--- config.mk ---
export PLATFORM = sky130hd
export DESIGN_NAME = fifo_wr_packer_flat
export DESIGN_NICKNAME = d
export VERILOG_FILES = /design/src/rtl/fifo_wr_packer_if.sv /design/src/rtl/fifo_wr_packer.sv /design/src/flat_wrapper.sv
export SDC_FILE = /design/constraint.sdc
export NUM_CORES = 1
export LEC_CHECK = 0
export BUFFER_PORTS_ARGS = -buffer_cell sky130_fd_sc_hd__buf_4
export CAP_MARGIN = 20
export CORE_MARGIN = 8
export CORE_UTILIZATION = 40
export CTS_CLUSTER_SIZE = 16
export DETAILED_ROUTE_END_ITERATION = 10
export PLACE_DENSITY = 0.67
export SLEW_MARGIN = 0
export SYNTH_ARGS = -nofsm -noshare
export SYNTH_HDL_FRONTEND = slang
export SYNTH_SLANG_ARGS = --single-unit
--- constraint.sdc ---
create_clock -name wr_clk -period 5.6 [get_ports wr_clk]
set_clock_uncertainty 0.05 [all_clocks]
set_input_delay 0 -clock wr_clk [delete_from_list [all_inputs] [get_ports wr_clk]]
set_output_delay 0 -clock wr_clk [all_outputs]
set_load 0.01 [all_outputs]
--- src/rtl/fifo_wr_packer_if.sv ---
// fifo_wr_packer_if: producer beat stream plus FIFO write port
// for the write-side packer of the async FIFO.
interface fifo_wr_packer_if #(
   parameter int InWidth = 8,
   parameter int Ratio   = 4
);
   localparam int CntWidth  = $clog2(Ratio);
   localparam int FifoWidth = 1 + CntWidth + Ratio * InWidth;

   logic                 s_valid;
   logic                 s_ready;
   logic [InWidth-1:0]   s_data;
   logic                 s_last;
   logic                 wr_full;
   logic                 wr_req;
   logic [FifoWidth-1:0] wr_data;
   logic                 busy;

   // Packer side: consumes beats, produces FIFO writes.
   modport slave (
      input  s_valid,
      input  s_data,
      input  s_last,
      input  wr_full,
      output s_ready,
      output wr_req,
      output wr_data,
      output busy
   );

   // Environment side: producer and write-pointer logic.
   modport master (
      output s_valid,
      output s_data,
      output s_last,
      output wr_full,
      input  s_ready,
      input  wr_req,
      input  wr_data,
      input  busy
   );
endinterface

--- src/rtl/fifo_wr_packer.sv ---
// fifo_wr_packer: packs Ratio narrow beats into one wide FIFO word
// {last, beats-1, lanes}; writes only while wr_full is low.
module fifo_wr_packer #(
   parameter int InWidth = 8,
   parameter int Ratio   = 4
) (
   input  logic wr_clk,
   input  logic wr_rst_n,
   fifo_wr_packer_if.slave bus
);
   localparam int CntWidth  = $clog2(Ratio);
   localparam int LaneBits  = Ratio * InWidth;
   localparam int FifoWidth = 1 + CntWidth + LaneBits;
   localparam logic [CntWidth-1:0] LastLane = CntWidth'(Ratio - 1);

   logic [CntWidth-1:0]  r_acc_cnt;
   logic [LaneBits-1:0]  r_acc_data;
   logic                 r_out_valid;
   logic [FifoWidth-1:0] r_out_data;

   logic                 w_drain;
   logic                 w_ready;
   logic                 w_accept;
   logic                 w_close;
   logic [LaneBits-1:0]  w_lanes;
   logic [LaneBits-1:0]  w_acc_ins;

   // The holding register drains whenever the FIFO has room; a
   // beat may enter if the holding register is empty or draining.
   assign w_drain  = r_out_valid & ~bus.wr_full;
   assign w_ready  = ~r_out_valid | ~bus.wr_full;
   assign w_accept = bus.s_valid & w_ready;
   assign w_close  = w_accept &
                     ((r_acc_cnt == LastLane) | bus.s_last);

   // Closing word: lanes below the cursor keep accumulated beats,
   // the cursor lane takes s_data, lanes above are forced to zero.
   always_comb begin
      w_lanes   = '0;
      w_acc_ins = r_acc_data;
      for (int i = 0; i < Ratio; i++) begin
         if (CntWidth'(i) < r_acc_cnt) begin
            w_lanes[i*InWidth +: InWidth] =
               r_acc_data[i*InWidth +: InWidth];
         end else if (CntWidth'(i) == r_acc_cnt) begin
            w_lanes[i*InWidth +: InWidth]   = bus.s_data;
            w_acc_ins[i*InWidth +: InWidth] = bus.s_data;
         end
      end
   end

   // Accumulator: collect beats until the word closes, then clear.
   always_ff @(posedge wr_clk or negedge wr_rst_n) begin
      if (!wr_rst_n) begin
         r_acc_cnt  <= '0;
         r_acc_data <= '0;
      end else if (w_close) begin
         r_acc_cnt  <= '0;
         r_acc_data <= '0;
      end else if (w_accept) begin
         r_acc_cnt  <= r_acc_cnt + 1'b1;
         r_acc_data <= w_acc_ins;
      end
   end

   // Output holding register: a reload wins over a drain so that a
   // simultaneous write and close keeps the stream bubble-free.
   always_ff @(posedge wr_clk or negedge wr_rst_n) begin
      if (!wr_rst_n) begin
         r_out_valid <= 1'b0;
         r_out_data  <= '0;
      end else if (w_close) begin
         r_out_valid <= 1'b1;
         r_out_data  <= {bus.s_last, r_acc_cnt, w_lanes};
      end else if (w_drain) begin
         r_out_valid <= 1'b0;
      end
   end

   assign bus.s_ready = w_ready;
   assign bus.wr_req  = w_drain;
   assign bus.wr_data = r_out_data;
   assign bus.busy    = r_out_valid | (r_acc_cnt != '0);

endmodule

--- src/flat_wrapper.sv ---
// flat-port wrapper written by rule: the top's interface ports become plain ports
module fifo_wr_packer_flat 
#(
   parameter int InWidth = 8,
   parameter int Ratio   = 4
)
  (wr_clk, wr_rst_n, bus_s_valid, bus_s_data, bus_s_last, bus_wr_full, bus_s_ready, bus_wr_req, bus_wr_data, bus_busy);
  fifo_wr_packer_if #(.InWidth(InWidth), .Ratio(Ratio)) bus_i ();
  input  logic wr_clk;
  input  logic wr_rst_n;
  input wire logic [$bits(bus_i.s_valid)-1:0] bus_s_valid;
  input wire logic [$bits(bus_i.s_data)-1:0] bus_s_data;
  input wire logic [$bits(bus_i.s_last)-1:0] bus_s_last;
  input wire logic [$bits(bus_i.wr_full)-1:0] bus_wr_full;
  output wire logic [$bits(bus_i.s_ready)-1:0] bus_s_ready;
  output wire logic [$bits(bus_i.wr_req)-1:0] bus_wr_req;
  output wire logic [$bits(bus_i.wr_data)-1:0] bus_wr_data;
  output wire logic [$bits(bus_i.busy)-1:0] bus_busy;
  assign bus_i.s_valid = bus_s_valid;
  assign bus_i.s_data = bus_s_data;
  assign bus_i.s_last = bus_s_last;
  assign bus_i.wr_full = bus_wr_full;
  assign bus_s_ready = bus_i.s_ready;
  assign bus_wr_req = bus_i.wr_req;
  assign bus_wr_data = bus_i.wr_data;
  assign bus_busy = bus_i.busy;
  fifo_wr_packer #(.InWidth(InWidth), .Ratio(Ratio)) u_core (.wr_clk(wr_clk), .wr_rst_n(wr_rst_n), .bus(bus_i));
endmodule
==> results of run 1 <==
[cell type report]
type	instances	area [µm²]	share of cell area, %
inverter	2	7.51	0.217
timing repair buffer	63	500	14.5
clock inverter	3	42.5	1.23
multi-input combinational	134	1070	31.1
clock buffer	13	159	4.60
tap	96	120	3.48
sequential	62	1550	44.9
[worst max-delay path, cell delays in order, from the launching register on]
cell	delay, ns
dfrtp_1	0.64
ha_1	0.26
or2_1	0.49
buf_4	0.35
and2_4	0.43
a21oi_1	0.13
[what timing repair did]
item | in CTS | in global routing
hold buffers | 11 | 0
endpoints found under the hold margin | 98 | 0
setup endpoints to repair | 0 | 0
[power breakdown]
part,total [mW],internal (mW),switching (mW)
Clock,0.400,0.230,0.171
Sequential,0.606,0.542,0.0637
Combinational,0.399,0.191,0.207
[stage by stage]
stage          utilization, %  power [mW]
4_1_cts                  50.8        1.42
3_3_place_gp             46.2        1.01
6_report                 50.8        1.40
2_1_floorplan               -       0.852
5_1_grt                  50.8        1.48
3_5_place_dp             46.2        1.01
[metal layers]
| metal | GRT usage [%] | vias to the layer above | part of all wire [%] |
|---|---|---|---|
| li1 | - | 922 | - |
| met1 | 17.5 | 1015 | 47 |
| met2 | 20.7 | 69 | 46 |
| met3 | 6.01 | 7 | 6.7 |
| met4 | 3.84 | 0 | 0.81 |
| met5 | 0 | - | 0 |
[kinds of logic (layout without fill, tap and decap cells)]
| group | after synthesis | after routing | synth area share [%] |
|---|---|---|---|
| AOI/OAI and AO/OA | 103 | 103 | 28.3 |
| adders and majority gates | 5 | 5 | 2.23 |
| buffers and inverters | 22 | 81 | 6.69 |
| DFF | 62 | 62 | 55.3 |
| muxes | 10 | 10 | 3.66 |
| and+or+nand+nor | 16 | 16 | 3.75 |
[worst paths after layout]
check | startpoint | endpoint | cells after the start
setup / recovery | u_core.r_acc_cnt[1] | u_core.bus.wr_data[17] | 5
hold / removal | wr_rst_n | u_core.r_acc_data[18] | 2
hold reg to reg | u_core.r_acc_data[16] | u_core.r_acc_data[16] | 1
max in group asynchronous | wr_rst_n | u_core.r_acc_data[10] | 2
setup reg to reg | u_core.r_acc_cnt[1] | u_core.bus.wr_data[17] | 5
min in group wr_clk | bus_s_valid | u_core.r_acc_cnt[1] | 4
[sequential cells by signal, indices dropped and copies added, names as in the netlist]
name                flops
u_core.bus.wr_data     35
u_core.r_acc_cnt        2
u_core.r_out_valid      1
u_core.r_acc_data      24
[layout by cell type, fill, tap and decap left out, drive strengths merged]
cell type    instances
mux2                 2
a22o                33
inv                  2
nand3                2
ha                   5
a21boi               1
dlygate4sd3         11
bufinv               1
a21oi               48
and2                 2
mux2i                8
o21ai                5
dfrtp               62
clkinv               1
or2                  1
clkinvlp             1
nor2                 1
a22oi               16
nor2b                3
clkbuf              13
nand2b               1
nand2                3
buf                 52
and3                 3
==> metrics.yaml, run 1 <==
status: "complete, no violations"
final.fill_count: 617
hpwlAfterDp_um: 4290
synth_warnings: 0
core_mm2: 0.00679
drtPass1Iterations: 4
drc: 0
clk_pin_slew_ns: 0.07
drv_slew: 0
ys_ff_latch: 62
worst_slack_ns: 3.10
synth_cell_types: 29
period_needed_ns: 2.50
criticalPathCategory: "register to register"
rsz0062_at_grt: "false"
placed_area_mm2: 0.00314
hold_viol: 0
grt.overflow.total: 0
relSlewSlack_pct: 47.4
ir_drop_uv: 223
synth_edf_count: 0
netlist_top_cells_area: "dfrtp_1 (55%), a22o_1 (10%), a21oi_2 (6.2%), a21oi_1 (5.0%), a22oi_1 (4.3%)"
avgSynthCellArea_um2: 12.9
synthArstFlopShare_pct: 100
dieArea_mm2: 0.00995
initial_core_util_pct: 41.3
power_density_mw_per_mm2: 407
dieWidth_um: 99.7
critPathCaptureType: "register"
io_pins: 51
cts_buffer_depth: 2
wire_per_inst_um: 18.1
synth_area_mm2: 0.00280
synth.largest_area_cell: "dfrtp_1"
cts-root-buf: "clkbuf_8"
vias: 2013
cts-resized-gates: 0
wl_um: 6750
gp_congestion: 0.793
nets: 290
synthTopCellsByCount: "dfrtp_1 (62), a22o_1 (33), a21oi_1 (28), a21oi_2 (20), a22oi_1 (16)"
grtUsageTotal_pct: 13.8
postCtsSetupRepairBufs: 0
setup_viol_count_final: 0
ys.flop_type: "dfrtp_1"
cts_tree: "yes"
die_y_um: 99.7
antenna_found_initial: 0
critPathArrivalTime_ns: 2.65
first_global_vias: 1991
fp-row-count: 30
post-route-period-util_pct: 44.6
yosysTopAreaCellShare_pct: 55.3
max_freq_mhz: 400
io_buffers: 50
finalSetupTns_ns: 0
drtIter0Drc: 104
grt_pass1_wl_um: 10600
worst_hold_slack_ns: 0.224
areaGrowthSynthToFinish_pct: 23.2
layoutNonFillerInstCount: 373
synth_nets: 236
worstHoldPathType: "input pin to asynchronous set/reset pin"
yosysMostFrequentCell: "dfrtp_1"
r2r_slack_ns: 3.10
drv_cap: 0
seq_area_frac_synth_pct: 55.3
clock_sinks: 62
grt_max_degree: 63
syn_inst: 218
start_kind: "register"
finish.instance_area_mm2: 0.00345
cellLeakagePower_nw: 1.59
cp_max_fo: 24
via_per_inst: 5.40
n_antenna_cell: 0
worstPathRequired_ns: 5.76
tightest_slew_ns: 0.789
antenna_left: 0
place_inst: 346
preCtsSetupSlack_ns: 3.11
clock_latency_ns: 0.34
cts_made_buffers: 9
h-tree-depth: 3
drive_gt1_share_pct: 34.7
Note: power is estimated with default switching activity, not from simulation.
==> run 2, diff against run 1 <==
- ABC_AREA: default -> 1
- PLACE_DENSITY: 0.67 -> 0.68
- clock period: 5.6 -> 2.1 ns (I/O delays scaled with it)
==> run 2 against run 1 <==
Combinational power increased by 150%; sequential share of layout area decreased by 2.0 points; maximum frequency rose by 29%; clock power up 120%; synthesized cell count up 68%; die area is 5.0% higher; hold slack lost 0.12 ns; via count up 28%; global-route usage increased by 1.5 points; register-to-register slack worse by 2.9 ns; power up 140%; highest routed layer unchanged.
==> metrics.yaml, run 2 <==
io_buffers: 50  # unchanged
clock_latency_ns: 0.34  # about the same
areaGrowthSynthToFinish_pct: 21.6  # was 23.2%
pwr-share-comb_pct: 29.2  # was 28.4%
initial_core_util_pct: 41.2  # was 41.3%
crit_chain: "ha_1, nor2_8, nor2_8, inv_4, nand2_1, nand2_1"  # was ha_1, or2_1, buf_4, and2_4, a21oi_1
drc: 0  # unchanged
crit_slowest_cell: "ha_1"  # was dfrtp_1
worst_slack_ns: 0.158  # was 3.10 ns
synth_area_mm2: 0.00297  # was 0.00280 mm²
max_freq_mhz: 515  # was 400 MHz
drv_slew: 0  # unchanged
start_kind: "register"  # unchanged
tightest_slew_ns: 0.778  # was 0.789 ns
status: "complete, no violations"  # unchanged
ys_ff_latch: 62  # unchanged
grt_max_degree: 63  # unchanged
worstPathRequired_ns: 2.28  # was 5.76 ns
preCtsSetupSlack_ns: 0.131  # was 3.11 ns
hold_viol: 0  # unchanged
cts-resized-gates: 0  # unchanged
grt_pass1_wl_um: 12300  # was 10600 µm
power_frac_seq_pct: 45.4  # was 43.1%
wl_met3_um: 603  # was 450 µm
synth_nets: 384  # was 236
r2r-start: "u_core.r_acc_cnt[0]"  # was u_core.r_acc_cnt[1]
n_antenna_cell: 0  # unchanged
cts_buffer_depth: 2  # unchanged
largest_reg_flops: 35  # unchanged
avgSynthCellArea_um2: 8.12  # was 12.9 µm²
seq_area_frac_synth_pct: 52.2  # was 55.3%
clk_pin_slew_ns: 0.06  # was 0.07 ns
hpwlAfterDp_um: 4620  # was 4290 µm
ir_drop_uv: 539  # was 223 µV
cp_max_fo: 36  # was 24
cellLeakagePower_nw: 2.06  # was 1.59 nW
netlist_top_cells_area: "dfrtp_1 (52%), nand2_1 (28%), nand4_1 (5.1%), buf_6 (2.3%), ha_1 (2.1%)"  # was dfrtp_1 (55%), a22o_1 (10%), a21oi_2 (6.2%), a21oi_1 (5.0%), a22oi_1 (4.3%)
yosysTopAreaCellShare_pct: 52.2  # was 55.3%
hp-start: "bus_s_valid"
grtUsageTotal_pct: 15.3  # was 13.8%
layout_common_cells: "nand2_1 (222), dfrtp_1 (62), buf_4 (54)"  # was dfrtp_1 (62), buf_4 (52), a22o_1 (33)
period_needed_ns: 1.94  # was 2.50 ns
critPathMaxStageDelay_ns: 0.47  # was 0.64 ns
cts-root-buf: "clkbuf_8"  # unchanged
io_pins: 51  # unchanged
core_mm2: 0.00721  # was 0.00679 mm²
cts_made_buffers: 9  # unchanged
nets: 441  # was 290
wl_met1_um: 3180  # was 3140 µm
die_y_um: 102  # was 99.7 µm
gp_congestion: 0.822  # was 0.793
syn_inst: 366  # was 218
p_sw_share_pct: 33.6  # was 31.4%
h-tree-depth: 3  # unchanged
synth_cell_types: 20  # was 29
dieArea_mm2: 0.0104  # was 0.00995 mm²
antenna_left: 0  # unchanged
wire_per_inst_um: 13.7  # was 18.1 µm
rsz0062_at_grt: "false"  # unchanged
critPathCaptureType: "register"  # unchanged
synth.largest_area_cell: "dfrtp_1"  # unchanged
met2_length_um: 3290  # was 3110 µm
antenna_found_initial: 0  # unchanged
drive_gt1_share_pct: 18.5  # was 34.7%
final_common_cell: "nand2_1"  # was dfrtp_1
wl_um: 7220  # was 6750 µm
yosysMostFrequentCell: "nand2_1"  # was dfrtp_1
critPathArrivalTime_ns: 2.12  # was 2.65 ns
drv_cap: 0  # unchanged
ys.flop_type: "dfrtp_1"  # unchanged
relSlewSlack_pct: 48.1  # was 47.4%
grt.overflow.total: 0  # unchanged
synth_edf_count: 0  # unchanged
post-route-period-util_pct: 92.5  # was 44.6%
clock_sinks: 62  # unchanged
crit_family: "simple AND/OR/NAND/NOR gates"  # unchanged
power.internal_mw: 2.26  # was 0.963 mW
p_switching_mw: 1.14  # was 0.442 mW
synthArstFlopShare_pct: 100  # unchanged
first_global_vias: 2561  # was 1991
criticalPathCategory: "register to register"  # unchanged
cts_tree: "yes"  # unchanged
clkPwrFrac_pct: 25.4  # was 28.5%
power_density_mw_per_mm2: 942  # was 407 mW/mm²
drtPass1Iterations: 4  # unchanged
top_layer_used: "met4"  # unchanged
finalSetupTns_ns: 0  # unchanged
postCtsSetupRepairBufs: 0  # unchanged
dieWidth_um: 102  # was 99.7 µm
cp-startpoint: "u_core.r_acc_cnt[0]"  # was u_core.r_acc_cnt[1]
synthTopCellsByCount: "nand2_1 (222), dfrtp_1 (62), nand4_1 (24), nand3_1 (10), buf_2 (8)"  # was dfrtp_1 (62), a22o_1 (33), a21oi_1 (28), a21oi_2 (20), a22oi_1 (16)
setup_viol_count_final: 0  # unchanged
vias: 2570  # was 2013
drtIter0Drc: 192  # was 104
path_buf_inv: 1  # unchanged
worstHoldPathType: "input pin to register"  # was input pin to asynchronous set/reset pin
synth_warnings: 0  # unchanged
via_per_inst: 4.90  # was 5.40
fp-row-count: 31  # was 30
## run 2: cell types whose count changed after synthesis, sizes merged, moves of 4 or more
cell	previous run	this run
a22oi	16	0
nand4	0	24
inv	2	8
nand3	2	10
mux2i	8	0
a22o	33	0
nor2	1	5
a21oi	48	1
nand2	3	229
## run 2: final timing paths
path / endpoint / slack, ns / cells after the start
max: u_core.bus.wr_data[31] / 0.16 / 6
min: u_core.bus.wr_data[6] / 0.1 / 5
max reg2reg: u_core.bus.wr_data[31] / 0.16 / 6
min reg2reg: u_core.bus.wr_data[14] / 0.42 / 2
max in group asynchronous: u_core.r_acc_cnt[1] / 1.26 / 2
min in group asynchronous: u_core.bus.wr_data[10] / 0.20 / 2
## run 2: tightest hold or removal path: stages
cell and delay [ns]:
buf_4 0.12, nand2_2 0.11, nor2_8 0.09, nand2_1 0.07, nand2_1 0.05
## run 2: logic make-up (layout without fill, tap and decap cells)
logic type      count (synthesis)  after routing  synth area share [%]
simple gates                  268            268                  38.7
flops                          62             62                  52.2
buf+inv                        28             88                  6.36
fa+ha+maj                       5              5                  2.11
compound gates                  3              3                 0.632
## run 2: area by class of cell
class	count	area [µm²]
Tap cell	99	124
Inverter	9	36.3
Sequential cell	62	1550
Timing Repair Buffer	65	515
Clock buffer	12	145
Clock inverter	2	10.0
Fill cell	711	3600
Multi-Input combinational cell	276	1230
## run 2: stage by stage
stage / total power [mW] / util (%) / instances / hold WS [ns] / area [µm²]
finish: 3.40 / 50.1 / 525 / 0.100 / 3610
global route: 3.65 / 50.1 / 525 / 0.108 / 3610
CTS: 3.45 / 50.1 / 525 / 0.0943 / 3610
detailed placement: 2.56 / 46.4 / 500 / 0.0829 / 3350
global placement: 2.53 / 46.4 / 500 / 0.0769 / 3350
floorplan: 2.15 / - / 366 / -0.346 / 2970
## run 2: power groups by stage
stage	clock (mW)	combinational, mW	sequential (mW)
floorplan	0	0.534	1.62
global placement	0	0.971	1.56
detailed placement	0	0.992	1.57
CTS	0.896	1.01	1.55
global route	0.961	1.12	1.57
finish	0.863	0.995	1.54
## run 2: layer usage
metal	global-route usage, %	vias to the layer above
met3	6.68	14
met2	23.2	77
met1	18.6	1220
met5	0	-
li1	-	1259
met4	5.76	0
## run 2: what timing repair did
action	in CTS	in global routing
endpoints found under the setup margin	0	0
endpoints found under the hold margin	110	0
hold buffers	11	0
==> run 3, diff against run 2 <==
- GPL_TIMING_DRIVEN: default -> 0
- PLACE_DENSITY: 0.68 -> default
- PLACE_DENSITY_LB_ADDON: default -> 0.08
==> run 3 against run 2 <==
Wire length up 5.6%; hold slack worse by 0.044 ns; combinational power up 5%; sequential power about the same; cell count up 3.2%; setup slack worse by 0.041 ns; maximum frequency down 2.1%; largest cell class unchanged.
==> metrics.yaml, run 3 (synthesis gave the netlist of run 2 again) <==
dieWidth_um: 102  # unchanged
pwr-share-comb_pct: 29.8  # was 29.2%
drive_gt1_share_pct: 21.9  # was 18.5%
final.fill_count: 753  # was 711
drv_slew: 0  # unchanged
drv_cap: 0  # unchanged
n_antenna_cell: 0  # unchanged
finalSetupTns_ns: 0  # unchanged
power.internal_mw: 2.30  # was 2.26 mW
ir_drop_uv: 491  # was 539 µV
placed_area_mm2: 0.00347  # was 0.00335 mm²
first_global_vias: 2504  # was 2561
initial_core_util_pct: 41.2  # unchanged
power_frac_seq_pct: 44.1  # was 45.4%
wire_per_inst_um: 14.1  # was 13.7 µm
grt_max_degree: 63  # unchanged
cp_max_fo: 10  # was 36
worst_hold_slack_ns: 0.0564  # was 0.100 ns
hpwlAfterDp_um: 5100  # was 4620 µm
nets: 456  # was 441
layout_common_cells: "nand2_1 (222), dfrtp_1 (62), buf_4 (54)"  # unchanged
post-route-util_pct: 52.0  # was 50.1%
via_per_inst: 4.64  # was 4.90
status: "complete, no violations"  # unchanged
areaGrowthSynthToFinish_pct: 26.3  # was 21.6%
core_mm2: 0.00721  # unchanged
drtIter0Drc: 114  # was 192
max_freq_mhz: 504  # was 515 MHz
grtUsageTotal_pct: 15.8  # was 15.3%
cts_made_buffers: 9  # unchanged
fp-row-count: 31  # unchanged
drtPass1Iterations: 4  # unchanged
wl_um: 7620  # was 7220 µm
relSlewSlack_pct: 48.0  # was 48.1%
hold_viol: 0  # unchanged
largest_reg_flops: 35  # unchanged
period_needed_ns: 1.98  # was 1.94 ns
h-tree-depth: 3  # unchanged
start_kind: "register"  # unchanged
clkPwrFrac_pct: 26.1  # was 25.4%
antenna_found_initial: 0  # unchanged
antenna_left: 0  # unchanged
clk_pin_slew_ns: 0.07  # was 0.06 ns
rsz0062_at_grt: "true"  # was false
clock_sinks: 62  # unchanged
gp_congestion: 0.809  # was 0.822
die_y_um: 102  # unchanged
worstHoldPathType: "input pin to register"  # unchanged
criticalPathCategory: "register to primary output"  # was register to register
vias: 2516  # was 2570
finish.instance_area_mm2: 0.00375  # was 0.00361 mm²
clock_latency_ns: 0.34  # about the same
hold_depth: 5  # unchanged
io_pins: 51  # unchanged
cellLeakagePower_nw: 2.16  # was 2.06 nW
dieArea_mm2: 0.0104  # unchanged
critPathArrivalTime_ns: 1.93  # was 2.12 ns
io_buffers: 50  # unchanged
postCtsSetupRepairBufs: 0  # unchanged
final_common_cell: "nand2_1"  # unchanged
worstPathRequired_ns: 2.05  # was 2.28 ns
drc: 0  # unchanged
setup_viol_count_final: 0  # unchanged
critPathCaptureType: "primary output"  # was register
cts_tree: "yes"  # unchanged
power_density_mw_per_mm2: 935  # was 942 mW/mm²
cts_buffer_depth: 2  # unchanged
r2r_cells: 9  # was 6
post-route-period-util_pct: 94.4  # was 92.5%
cts-root-buf: "clkbuf_8"  # unchanged
p_switching_mw: 1.20  # was 1.14 mW
grt_pass1_wl_um: 12600  # was 12300 µm
p_sw_share_pct: 34.3  # was 33.6%
tightest_slew_ns: 0.779  # was 0.778 ns
grt.overflow.total: 0  # unchanged
## run 3: cell types whose count changed in the layout (fill, tap and decap cells not counted), sizes merged
cell,before,now
clkbuf,12,13
clkinv,3,6
buf,54,67
## run 3: timing repair
item	in CTS	in global routing
endpoints found under the setup margin	0	9
hold buffers	11	0
resized for setup	0	2
endpoints found under the hold margin	101	0
## run 3: worst max-delay path, cell delays in order (launching register included)
cell and delay (ns):
dfrtp_1 0.45, clkbuf_4 0.23, inv_1 0.12, ha_1 0.15
buf_2 0.19, clkbuf_4 0.24, nand2_1 0.07, buf_4 0.14
## run 3: power by group through the flow
stage	registers, mW	logic, mW	clock network [mW]
after detailed placement	1.57	1.04	0
after CTS	1.55	1.06	0.942
after floorplan	1.62	0.534	0
after global routing	1.58	1.18	0.995
final	1.55	1.04	0.915
after global placement	1.56	1.03	0
## run 3: worst paths after layout
kind	startpoint	endpoint	slack [ns]
max	u_core.r_acc_cnt[1]	bus_busy	0.12
min	bus_s_valid	u_core.bus.wr_data[22]	0.06
max reg2reg	u_core.r_acc_cnt[1]	u_core.r_acc_data[4]	0.14
min reg2reg	u_core.bus.wr_data[22]	u_core.bus.wr_data[22]	0.42
max in group asynchronous	wr_rst_n	u_core.bus.wr_data[33]	1.26
min in group asynchronous	wr_rst_n	u_core.bus.wr_data[25]	0.23
## run 3: per-layer routing
layer	global-route usage (%)	share of wire [%]	routed length, µm
met5	0	0	0
met3	4.84	5.2	396
met4	6.77	1.2	91
met1	20.8	48	3640
met2	23.4	46	3490
## run 3: cell type report
cell class,instances,area (µm²),area share [%]
plain buffers,19,158,4.20
clock buffers,11,141,3.77
clock inverters,5,25.0,0.667
inverters,9,36.3,0.967
multi-input cells,276,1230,32.8
flip-flops and latches,62,1550,41.4
well taps,99,124,3.30
repair buffers,61,485,12.9
## run 3: stage by stage
step / cells / power (mW) / setup slack (ns)
3_3_place_gp: 515 / 2.59 / 0.141
4_1_cts: 542 / 3.55 / 0.0660
5_1_grt: 542 / 3.75 / -0.0406
3_5_place_dp: 515 / 2.61 / 0.153
6_report: 542 / 3.51 / 0.117
2_1_floorplan: 366 / 2.15 / 0.469
